[src/rtl/gelato_decode_pipe.sv]
// gelato_decode_pipe
// Decodes one raw instruction at a time, issues a split-table update
// (next PC, stall, activate) for the owning warp, and queues the decoded
// context, together with the thread mask returned by the split table,
// into a small FIFO that feeds the I-buffer.
//
// Ports
//   clk, rst_n          clock, asynchronous active-low reset
//   rdy                 global enable; low freezes every register
//   in_*                fetch side: valid/ready, inst, pc, warp, split
//   sp_*                split-table update: valid/ready, warp, split,
//                       activate, stall, next pc; sp_mask comes back in
//   out_*               I-buffer side: valid/ready plus decoded fields
//   out_count           FIFO occupancy
//
// Handshake rule (all three interfaces): a transfer happens on a rising
// clk edge where valid, ready and rdy are all high. valid never depends
// on the consumer's ready of the same interface.
module gelato_decode_pipe #(
  parameter int PC_W    = 32,
  parameter int WARP_W  = 5,
  parameter int SPLIT_W = 4,
  parameter int THREADS = 32,
  parameter int DEPTH   = 4
) (
  input  logic                     clk,
  input  logic                     rst_n,
  input  logic                     rdy,
  input  logic                     in_valid,
  output logic                     in_ready,
  input  logic [31:0]              in_inst,
  input  logic [PC_W-1:0]          in_pc,
  input  logic [WARP_W-1:0]        in_warp,
  input  logic [SPLIT_W-1:0]       in_split,
  output logic                     sp_valid,
  input  logic                     sp_ready,
  output logic [WARP_W-1:0]        sp_warp,
  output logic [SPLIT_W-1:0]       sp_split,
  output logic                     sp_activate,
  output logic                     sp_stall,
  output logic [PC_W-1:0]          sp_pc,
  input  logic [THREADS-1:0]       sp_mask,
  output logic                     out_valid,
  input  logic                     out_ready,
  output logic [PC_W-1:0]          out_pc,
  output logic [WARP_W-1:0]        out_warp,
  output logic [THREADS-1:0]       out_mask,
  output logic [6:0]               out_opcode,
  output logic [2:0]               out_funct3,
  output logic [6:0]               out_funct7,
  output logic [4:0]               out_rd,
  output logic [4:0]               out_rs1,
  output logic [4:0]               out_rs2,
  output logic [31:0]              out_imm,
  output logic                     out_illegal,
  output logic [$clog2(DEPTH):0]   out_count
);

  localparam int AW = $clog2(DEPTH);

  // Opcode values shared with gelato_macros.svh (RV32 base encodings;
  // NOOP uses the MISC-MEM slot).
  localparam logic [6:0] OP_LUI    = 7'h37;
  localparam logic [6:0] OP_AUIPC  = 7'h17;
  localparam logic [6:0] OP_JAL    = 7'h6F;
  localparam logic [6:0] OP_JALR   = 7'h67;
  localparam logic [6:0] OP_BRANCH = 7'h63;
  localparam logic [6:0] OP_LOAD   = 7'h03;
  localparam logic [6:0] OP_STORE  = 7'h23;
  localparam logic [6:0] OP_ARITHI = 7'h13;
  localparam logic [6:0] OP_ARITH  = 7'h33;
  localparam logic [6:0] OP_NOOP   = 7'h0F;

  typedef enum logic {IDLE, SPLIT} state_t;

  typedef struct packed {
    logic [PC_W-1:0]    pc;
    logic [WARP_W-1:0]  warp;
    logic [THREADS-1:0] mask;
    logic [6:0]         opcode;
    logic [2:0]         funct3;
    logic [6:0]         funct7;
    logic [4:0]         rd;
    logic [4:0]         rs1;
    logic [4:0]         rs2;
    logic [31:0]        imm;
    logic               illegal;
  } entry_t;

  state_t               state_q, state_d;
  logic [31:0]          inst_q;
  logic [PC_W-1:0]      pc_q;
  logic [WARP_W-1:0]    warp_q;
  logic [SPLIT_W-1:0]   split_q;

  entry_t               mem [DEPTH];
  logic [AW-1:0]        wr_ptr, rd_ptr;
  logic [AW:0]          count_q;

  entry_t               dec;
  entry_t               head;
  logic [6:0]           op;
  logic                 full, has_data;
  logic                 in_fire, sp_fire, out_fire;
  logic                 dec_activate, dec_stall;
  logic [PC_W-1:0]      dec_next_pc;

  // ---------------- decode of the held instruction ----------------
  assign op = inst_q[6:0];

  always_comb begin
    dec        = '0;
    dec.pc     = pc_q;
    dec.warp   = warp_q;
    dec.mask   = sp_mask;
    dec.opcode = op;
    case (op)
      OP_LUI, OP_AUIPC: begin
        dec.rd  = inst_q[11:7];
        dec.imm = {inst_q[31:12], 12'h000};
      end
      OP_JAL: begin
        dec.rd  = inst_q[11:7];
        dec.imm = {{12{inst_q[31]}}, inst_q[19:12], inst_q[20], inst_q[30:21], 1'b0};
      end
      OP_JALR, OP_LOAD, OP_ARITHI: begin
        dec.rd     = inst_q[11:7];
        dec.rs1    = inst_q[19:15];
        dec.funct3 = inst_q[14:12];
        dec.imm    = {{20{inst_q[31]}}, inst_q[31:20]};
      end
      OP_BRANCH: begin
        dec.rs1    = inst_q[19:15];
        dec.rs2    = inst_q[24:20];
        dec.funct3 = inst_q[14:12];
        dec.imm    = {{20{inst_q[31]}}, inst_q[7], inst_q[30:25], inst_q[11:8], 1'b0};
      end
      OP_STORE: begin
        dec.rs1    = inst_q[19:15];
        dec.rs2    = inst_q[24:20];
        dec.funct3 = inst_q[14:12];
        dec.imm    = {{20{inst_q[31]}}, inst_q[31:25], inst_q[11:7]};
      end
      OP_ARITH: begin
        dec.rd     = inst_q[11:7];
        dec.rs1    = inst_q[19:15];
        dec.rs2    = inst_q[24:20];
        dec.funct3 = inst_q[14:12];
        dec.funct7 = inst_q[31:25];
      end
      OP_NOOP: ;
      default: dec.illegal = 1'b1;
    endcase
  end

  // BEQ/BNE keep the split active path off; every other instruction
  // activates. Control-flow that cannot be resolved here stalls the warp.
  assign dec_activate = !((op == OP_BRANCH) && (inst_q[14:13] == 2'b00));
  assign dec_stall    = (op == OP_AUIPC) || (op == OP_BRANCH) ||
                        (op == OP_JALR) || dec.illegal;
  assign dec_next_pc  = (op == OP_JAL) ? pc_q + PC_W'($signed(dec.imm))
                                       : pc_q + PC_W'(4);

  // ---------------- handshakes ----------------
  assign full     = (count_q == (AW+1)'(DEPTH));
  assign has_data = (count_q != '0);
  assign out_valid = rdy && has_data;
  assign out_fire  = out_valid && out_ready;
  // A pop in the same cycle frees the slot the push needs.
  assign sp_valid  = rdy && (state_q == SPLIT) && (!full || out_fire);
  assign sp_fire   = sp_valid && sp_ready;
  // rst_n gate keeps in_ready low while reset is asserted.
  assign in_ready  = rdy && rst_n && ((state_q == IDLE) || sp_fire);
  assign in_fire   = in_valid && in_ready;

  // ---------------- FSM ----------------
  always_comb begin
    state_d = state_q;
    if (in_fire)      state_d = SPLIT;
    else if (sp_fire) state_d = IDLE;
  end

  always_ff @(posedge clk or negedge rst_n) begin
    if (!rst_n) begin
      state_q <= IDLE;
      inst_q  <= '0;
      pc_q    <= '0;
      warp_q  <= '0;
      split_q <= '0;
    end else begin
      state_q <= state_d;
      if (in_fire) begin
        inst_q  <= in_inst;
        pc_q    <= in_pc;
        warp_q  <= in_warp;
        split_q <= in_split;
      end
    end
  end

  // Split-table outputs are driven only while an instruction is held.
  assign sp_warp     = (state_q == SPLIT) ? warp_q       : '0;
  assign sp_split    = (state_q == SPLIT) ? split_q      : '0;
  assign sp_activate = (state_q == SPLIT) && dec_activate;
  assign sp_stall    = (state_q == SPLIT) && dec_stall;
  assign sp_pc       = (state_q == SPLIT) ? dec_next_pc  : '0;

  // ---------------- output FIFO ----------------
  always_ff @(posedge clk) begin
    if (sp_fire) mem[wr_ptr] <= dec;
  end

  always_ff @(posedge clk or negedge rst_n) begin
    if (!rst_n) begin
      wr_ptr  <= '0;
      rd_ptr  <= '0;
      count_q <= '0;
    end else begin
      if (sp_fire)  wr_ptr <= wr_ptr + AW'(1);
      if (out_fire) rd_ptr <= rd_ptr + AW'(1);
      case ({sp_fire, out_fire})
        2'b10:   count_q <= count_q + (AW+1)'(1);
        2'b01:   count_q <= count_q - (AW+1)'(1);
        default: count_q <= count_q;
      endcase
    end
  end

  // Empty FIFO shows all-zero data so stale entries never leak out.
  assign head        = has_data ? mem[rd_ptr] : '0;
  assign out_pc      = head.pc;
  assign out_warp    = head.warp;
  assign out_mask    = head.mask;
  assign out_opcode  = head.opcode;
  assign out_funct3  = head.funct3;
  assign out_funct7  = head.funct7;
  assign out_rd      = head.rd;
  assign out_rs1     = head.rs1;
  assign out_rs2     = head.rs2;
  assign out_imm     = head.imm;
  assign out_illegal = head.illegal;
  assign out_count   = count_q;

endmodule

[config.mk]
export PLATFORM = sky130hd
export DESIGN_NAME = gelato_decode_pipe
export DESIGN_NICKNAME = d
export VERILOG_FILES = /design/src/rtl/gelato_decode_pipe.sv
export SDC_FILE = /design/constraint.sdc
export NUM_CORES = 1
export LEC_CHECK = 0
export BUFFER_PORTS_ARGS = -buffer_cell sky130_fd_sc_hd__buf_2
export CAP_MARGIN = 30
export CORE_AREA = 3 3 221 244
export DETAILED_ROUTE_END_ITERATION = 16
export DIE_AREA = 0 0 224 247
export GPL_TIMING_DRIVEN = 1
export HOLD_SLACK_MARGIN = 0.02
export PLACE_DENSITY = 0.79
export SLEW_MARGIN = 20
export SYNTH_ARGS = -nofsm -noshare
export SYNTH_HDL_FRONTEND = slang
export SYNTH_SLANG_ARGS = --single-unit
[constraint.sdc]
create_clock -name clk -period 6.75 [get_ports clk]
set_clock_uncertainty 0.15 [all_clocks]
set_input_delay 0.3375 -clock clk [delete_from_list [all_inputs] [get_ports clk]]
set_output_delay 0.3375 -clock clk [all_outputs]
set_load 0.02 [all_outputs]
-- Word level (Yosys, flattened, before mapping)
Memory sizes are Yosys's and may differ from the RTL's.
Cells that the tools add are included.
W data, S select, Z words.
- register bits: 81
- bits in latches: 0
- bits in writable memories: 536
- ROM bits: 0
- logic and storage cells: 74
- memories kept: 1
- $add $sub $neg: 6
- multiply operators: 0
- div/mod/pow operators: 0
- $lt $le $gt $ge: 0
- equality and inequality tests: 13
- shift-type cells: 0
- mux-type cells: 17
- bitwise operators: 1
- reduce and logical (&&, ||, !) cells: 28
- memories (name ; words ; bits a word ; read ports ; clocked after Yosys merged registers in ; write ports ; RTL line ; source):
    mem ; 4 ; 134 ; 1 ; 0 ; 1 ; 96 ; entry_t mem [DEPTH];
- operator list (operator ; number):
    $pmux W32 S5 ; 1
    $mux W134 ; 1
    $mux W32 ; 2
    $add A32 B3 Y32 const B ; 1
    $add A32 B32 Y32 ; 1
    $eq A7 B6 Y1 const B ; 3
    $eq A7 B7 Y1 const B ; 3
    $mux W5 ; 4
    $eq A7 B5 Y1 const B ; 2
    $logic_and A1 B1 Y1 ; 11
    $reduce_or A10 Y1 ; 1
    $eq A7 B2 Y1 const B ; 1
    $eq A7 B4 Y1 const B ; 1
    $mux W7 ; 1
    $reduce_or A7 Y1 ; 1
    $pmux W3 S2 ; 1
    $reduce_or A3 Y1 ; 2
    $reduce_or A6 Y1 ; 1
    $logic_or A1 B1 Y1 ; 5
    $mux W1 ; 5
    $add A2 B1 Y2 const B ; 2
    $mux W4 ; 1
    $reduce_bool A2 Y1 ; 2
    $add A3 B1 Y3 const B ; 1
    other kinds (10) ; 11

-- Depth between registers and ports, before layout
Gate-level depths: netlist of run 1.
- word-level depth: 10
- depth in mapped cells: 16
- gate-level depth less buffers: 14

-- Least setup slack after synthesis of run 1
No wires, ideal clock.
- path kind: reg-to-reg
- from: reg count_q[2] (netlist: out_count[2])
- to: mem mem[0][0] in the netlist's numbering (enable)
- data arrival time: 4.264 ns
- path slack: 1.825 ns
- cell stages (with the launch flop): 4
- period minus slack after synthesis: 4.925 ns
- path through: dfrtp_1 -> nor4b_1 -> nor2_1 -> and3_1
- word-level cells in the longest chain between the ends: 8
- ends and longest elaborated chain (element ; RTL line ; source):
    start, declared ; 98 ; logic [AW:0] count_q;
    start signal, assigned ; 222 ; 2'b10: count_q <= count_q + (AW+1)'(1);
    start signal, assigned ; 223 ; 2'b01: count_q <= count_q - (AW+1)'(1);
    start signal, assigned ; 224 ; default: count_q <= count_q;
    $reduce_bool A3 Y1 ; 166 ; assign has_data = (count_q != '0);
    $logic_and A1 B1 Y1 ; 167 ; assign out_valid = rdy && has_data;
    $logic_and A1 B1 Y1 ; 168 ; assign out_fire = out_valid && out_ready;
    $logic_or A1 B1 Y1 (*) ; 170 ; assign sp_valid = rdy && (state_q == SPLIT) && (!full || out_fire);
    $logic_and A1 B1 Y1 (*) ; 170 ;
    via sp_valid ; 35 ; output logic sp_valid,
    $logic_and A1 B1 Y1 (*) ; 171 ; assign sp_fire = sp_valid && sp_ready;
    $mux W1 (*) ; 210 ; if (sp_fire) mem[wr_ptr] <= dec;
    $mux W1 (not written as such) (*) ; 210 ;
    end, declared ; 96 ;
Mark *: on every way through the listed nets, which the timed path passes. The rest lies on a longest branch.

==> results of run 1 <==
==> power breakdown <==
group	total, W	switching, W	internal (W)	leakage [nW]
clock	0.00334	0.00138	0.00196	0.978
sequential	0.00562	0.000748	0.00487	5.72
combinational	0.00549	0.00321	0.00228	5.01
total	0.0144	0.00534	0.00911	11.7
==> final timing paths <==
kind,startpoint,to,cells past startpoint
setup / recovery,inst_q[6],sp_pc[31],14
hold / removal,out_ready,rd_ptr[0],3
setup reg to reg,out_count[2],pc_q[15],9
hold reg to reg,split_q[2],split_q[2],1
max in group asynchronous,rst_n,inst_q[5],3
min in group asynchronous,rst_n,pc_q[10],2
==> synth_stat cells, types with 11 or more instances <==
cell,n,area share [%]
clkbuf_1,54,0.76
xnor2_1,36,1.2
and2_1,183,4.3
xor2_1,22,0.72
mux4_2,134,11
mux2_2,74,3.1
o21ai_0,24,0.45
a211oi_1,16,0.45
inv_1,15,0.21
edfxtp_1,536,60
a21oi_1,31,0.58
nor2_1,42,0.59
buf_1,12,0.17
nand3_1,14,0.26
nand2_1,51,0.72
nand4_1,11,0.26
and3_1,14,0.33
ha_1,37,1.7
dfrtp_1,81,7.6
a21o_1,44,1.2
==> registers in the layout, summed over array words and instances (netlist names) <==
name / flops
split_q: 4
pc_q: 32
state_q: 1
mem: 536
warp_q: 5
rd_ptr: 2
wr_ptr: 2
out_count: 3
inst_q: 32
==> stage by stage <==
stage          hold slack [ns]  power, W  area [um2]  utilization [%]  std cells
2_1_floorplan          -0.1081  0.009180       26770                -       1566
3_3_place_gp            0.2571   0.01107       28890            56.12       2457
3_5_place_dp            0.2532   0.01116       28900            56.12       2458
4_1_cts                0.03798   0.01456       31980            62.11       2680
5_1_grt                0.07215   0.01515       31980            62.11       2681
6_report               0.08602   0.01445       31980            62.11       2681
==> layout make-up <==
cell class                      instances  share of cell area, %
Clock inverter                         15                 0.5164
Tap cell                              667                  2.610
Antenna cell                            1               0.007825
Timing Repair Buffer                  417                  8.541
Clock buffer                           98                  5.708
Sequential cell                       617                  56.69
Inverter                               16                 0.1878
Multi-Input combinational cell        850                  25.74
==> logic make-up after synthesis <==
| logic type | after synthesis |
|---|---|
| flops | 617 |
| simple gates | 365 |
| mux | 208 |
| compound gates | 180 |
| buf+inv | 99 |
| xor+xnor | 58 |
| fa+ha+maj | 39 |
==> tightest hold or removal path, delay by kind of cell <==
kind,cells,cell delay (ns)
AND/OR/NAND/NOR,1,0.27
XOR/XNOR,1,0.10
buffers and inverters,1,0.09
==> per-layer routing <==
layer	part of all wire [%]	wire [um]	GRT usage [%]
met1	40	26150	30.90
met4	3.6	2352	8.543
met5	0	0	0
met2	51	33620	41.36
met3	5.8	3850	4.108
==> cell usage in the layout (no fill, tap or decap), types with 21 or more instances in the layout <==
cell type,netlist,routed
and2_1,183,182
mux4_2,134,134
buf_2,8,292
a21o_1,44,44
nor2_1,42,41
a21oi_1,31,31
mux2_2,74,74
clkbuf_16,0,61
dlygate4sd3_1,0,109
clkbuf_1,54,21
o21ai_0,24,24
edfxtp_1,536,536
dfrtp_1,81,79
xnor2_1,36,36
xor2_1,22,22
nand2_1,51,51
ha_1,37,37
==> what timing repair did <==
item	CTS	global route
hold buffers	109	0
endpoints found under the hold margin	241	0
buffers inserted	0	0
setup endpoints to repair	0	0
resized for setup	0	0
==> metrics.csv, run 1 <==
stage;metric;value;unit
setup_path;cp.arrival;5.52;ns
pwr;power_density;451.8;mW/mm2
setup_path;crit_path_max_incr_delay;0.67;ns
synth;synth_compound_area_share;4.689;%
timing;rsz0062_at_grt;no;
grt;antenna_found_initial;3;
setup_path;cp_max_fo;20;
timing;maxSlewViolCount;0;
timing;final-setup-viol-count;0;
floorplan;core_area;0.05149;mm2
setup_path;start_kind;flip-flop;
synth;synth-simple-area-share;7.788;%
drt;wire_per_inst;24.61;um
placement;dp_hpwl;41230;um
finish;multiInputGateArea;0.008232;mm2
setup_path;crit_required;6.26;ns
clocking;cts_tree;yes;
synth;synth_nets;1716;
timing;slew_headroom;35.87;%
synth;synthMuxAreaShare;14.39;%
synth;ys_warn_count;0;
setup_path;r2r_slack;3.22;ns
drt;drt_iter0_markers;1206;
pwr;leakagePower;11.70;nW
timing;setup_tns;0;ns
clocking;cts_buffers;61;
drt;drtAntennaViolNets;0;
synth;synth_edf_count;536;
clocking;clock_sinks;617;
timing;tightest_slew;0.9619;ns
grt;grt_pass1_vias;16324;
timing;fmaxAchievable;166.5;MHz
pwr;ir_drop;0.0003453;V
clocking;clk_pin_slew_worst_paths;0.06;ns
synth;ys_seq_elements;617;
finish;layout.nets;2113;
timing;hold_violations;0;
setup_path;worst_path_most_repeated_cell;a21o_1;
status;status;finished clean;
grt;grt_usage;23.96;%
setup_path;crit_family;simple AND/OR/NAND/NOR gates;
floorplan;start_util;51.98;%
floorplan;fp.dieH;247;um
drt;drc;0;
synth;synth_ff_type;edfxtp_1;
timing;final.min_clock_period;6.006;ns
setup_path;slowest_stage;dfrtp_1;
finish;regArea;0.01813;mm2
finish;nFillCells;3657;
synth;synthCells;1566;
synth;synth_area;0.02677;mm2
hold_path;hp-class;in -> reg;
drt;vias;15642;
floorplan;die_area;0.05533;mm2
drt;vias_per_cell;5.834;
floorplan;io_pins;294;
grt;grt_pass1_wl;99480;um
setup_path;crit_path_end_kind;primary output;
timing;worst_slack;0.7438;ns
synth;seq_area_frac_synth;67.71;%
finish;area_growth;19.48;%
clocking;root_buffer;clkbuf_16;
setup_path;path_buf_inv;1;
grt;grt_max_degree;101;
placement;place_ws;1.517;ns
flow_run;drv_cap;0;
synth;syn_area_per_cell;17.09;um2
finish;drive_gt1_share;31.10;%
synth;ys_types;68;
setup_path;path_class;reg -> out;
drt;first_pass_iters;5;
clocking;cts_htree_levels;2;
synth;synth_top_family_by_area;multiplexers;
floorplan;row_count;87;
synth;synth_xor_xnor_area_share;1.898;%
placement;port_buffers;293;
synth;synthArstFlopShare;13.13;%
clocking;clk_latency;0.61;ns
drt;wl;65980;um
timing;period_share;88.98;%
floorplan;die_w;224;um
placement;gp_routability_congestion;0.8492;
grt;overflow;0;
setup_path;path_cells;and3b_1 > nand3_1 > or2_2 > nand2b_1 > a21o_1 > ha_1 > a21o_1 > a211oi_1 > o31ai_1 > a221oi_1 > a21oi_1 > or4_1 > a31oi_1 > buf_2;
clocking;clockBufferDepth;3;
synth;synth_adder_area_share;1.879;%
Note: power is estimated with default switching activity, not from simulation.
==> run 2, diff against run 1 <==
--- a/config.mk
+++ b/config.mk
@@ -7,12 +7,14 @@
 export LEC_CHECK = 0
 export BUFFER_PORTS_ARGS = -buffer_cell sky130_fd_sc_hd__buf_2
 export CAP_MARGIN = 30
-export CORE_AREA = 3 3 221 244
+export CELL_PAD_IN_SITES_DETAIL_PLACEMENT = 1
+export CELL_PAD_IN_SITES_GLOBAL_PLACEMENT = 2
+export CORE_AREA = 3 3 232 257
 export DETAILED_ROUTE_END_ITERATION = 16
-export DIE_AREA = 0 0 224 247
+export DIE_AREA = 0 0 235 260
 export GPL_TIMING_DRIVEN = 1
 export HOLD_SLACK_MARGIN = 0.02
-export PLACE_DENSITY = 0.79
+export PLACE_DENSITY = 0.92
 export SLEW_MARGIN = 20
 export SYNTH_ARGS = -nofsm -noshare
 export SYNTH_HDL_FRONTEND = slang
==> metrics.csv, run 2 (same netlist as run 1, synthesis figures left out) <==
stage;metric;value;unit
status;status;finished clean;
drt;drtAntennaViolNets;0;
finish;top_regs;mem x536, inst_q x32, pc_q x32;
finish;most-common-layout-cells;536 x edfxtp_1, 292 x buf_2, 182 x and2_1;
drt;first_pass_iters;7;
timing;slew_headroom;37.41;%
timing;tightest_slew;0.9388;ns
finish;largest_register_ffs;536;
setup_path;cp_max_fo;20;
grt;grt_max_degree;94;
grt;grt_pass1_wl;110500;um
finish;area_growth;21.27;%
floorplan;die_area;0.06110;mm2
clocking;root_buffer;clkbuf_16;
finish;top_register;mem;
floorplan;row_count;92;
setup_path;crit_path_end_kind;primary output;
pwr;total_power;0.01499;W
drt;drc;0;
pwr;leakagePower;11.87;nW
hold_path;hp-class;in -> reg;
clocking;cts_tree;yes;
placement;port_buffers;293;
flow_run;drv_cap;0;
setup_path;r2r_cells;10;
timing;hold_violations;0;
placement;dp_cells;2546;
grt;overflow;0;
setup_path;start_kind;flip-flop;
floorplan;start_util;46.79;%
finish;layout.nets;2123;
clocking;cts_htree_levels;3;
grt;antenna_found_initial;0;
clocking;clk_pin_slew_worst_paths;0.06;ns
clocking;clock_sinks;617;
drt;drt_iter0_markers;1224;
floorplan;core_area;0.05721;mm2
finish;num_antenna_cells;0;
timing;setup_tns;0;ns
grt;grt_pass1_vias;17301;
timing;fmaxAchievable;164.7;MHz
setup_path;worstReg2RegStart;state_q;
pwr;power_density;462.0;mW/mm2
hold_path;min_from;out_ready;
clocking;cts_setup_buffers;0;
drt;wl;73480;um
timing;maxSlewViolCount;0;
grt;grt_usage;24.08;%
floorplan;fp.dieH;260;um
drt;vias_per_cell;5.722;
drt;wire_per_inst;26.45;um
setup_path;cp-startpoint;inst_q[6];
timing;rsz0062_at_grt;no;
hold_path;holdPathEnd;rd_ptr[0];
timing;period_share;89.96;%
setup_path;cp.arrival;5.59;ns
hold_path;min_path_cells;3;
drt;vias;15897;
finish;finalNonFillerCells;2778;
clocking;clk_latency;0.60;ns
clocking;cts_buffers;66;
finish;final_common_cell;edfxtp_1;
timing;final-setup-viol-count;0;
setup_path;path_class;reg -> out;
setup_path;crit_required;6.26;ns
finish;final_util;56.74;%
setup_path;rr_endpoint;pc_q[17];
placement;gp_routability_congestion;0.8730;
finish;drive_gt1_share;31.93;%
timing;final.min_clock_period;6.073;ns
pwr;ir_drop;0.0003837;V
setup_path;r2r_slack;2.98;ns
floorplan;io_pins;294;
clocking;clockBufferDepth;3;
placement;dp_hpwl;47490;um
floorplan;die_w;235;um
[run 2: changes by cell type in the layout (fill, tap and decap cells not counted), sizes merged]
cell	before	now
clkinvlp	1	5
inv	17	19
bufinv	3	7
buf	308	313
clkinv	10	19
diode	1	0
clkbuf	98	87
[run 2: metal layers]
layer | vias up | GRT usage (%) | part of all wire (%)
met3 | 117 | 3.733 | 4.8
met2 | 450 | 44.30 | 54
met5 | - | 0 | 0
met1 | 8380 | 28.93 | 39
met4 | 0 | 8.163 | 3.0
li1 | 6950 | - | -
[run 2: final cells by class]
cell class	instances	area [um2]
inverters	16	60.06
multi-input cells	850	8237
flip-flops and latches	617	18130
well taps	752	940.9
clock inverters	34	401.6
fillers	5254	24750
clock buffers	87	1832
repair buffers	422	2858
[run 2: power breakdown]
group | switching (W) | total, W | internal [W]
Clock | 0.00149 | 0.00369 | 0.00220
Combinational | 0.00336 | 0.00568 | 0.00231
Sequential | 0.000753 | 0.00562 | 0.00487
Total | 0.00561 | 0.0150 | 0.00938
[run 2: worst max-delay path: stages, from the launching register on]
cell and delay [ns]:
dfrtp_1 0.66, and3b_1 0.31, nand3_1 0.17, or2_2 0.53, nand2b_1 0.35, a21o_1 0.25
ha_1 0.31, and2_1 0.24, a221oi_1 0.51, o32ai_1 0.20, a211oi_1 0.41, o21a_1 0.24
mux2_2 0.35, a21oi_1 0.22, buf_2 0.21
[run 2: stage by stage]
stage | hold WS [ns] | area (um2) | worst slack, ns
floorplan | -0.1081 | 26770 | 1.825
global placement | 0.1081 | 28990 | 1.542
detailed placement | 0.1175 | 29090 | 1.347
CTS | 0.02456 | 32420 | 0.6680
global route | 0.07425 | 32460 | 0.3317
finish | 0.06025 | 32460 | 0.6775
[run 2: worst max path at each step]
| stage | end | slack [ns] | cells after the start |
|---|---|---|---|
| 2_1_floorplan | mem[0][0] | 1.83 | 3 |
| 3_3_place_gp | sp_pc[31] | 1.54 | 14 |
| 3_5_place_dp | sp_pc[30] | 1.35 | 14 |
| 4_1_cts | sp_pc[30] | 0.67 | 14 |
| 5_1_grt | sp_pc[30] | 0.33 | 14 |
| 6_report | sp_pc[24] | 0.68 | 14 |
[run 2: repair_timing]
item	CTS	global route
hold buffers	109	0
hold endpoints to repair	247	0
resized for setup	0	0
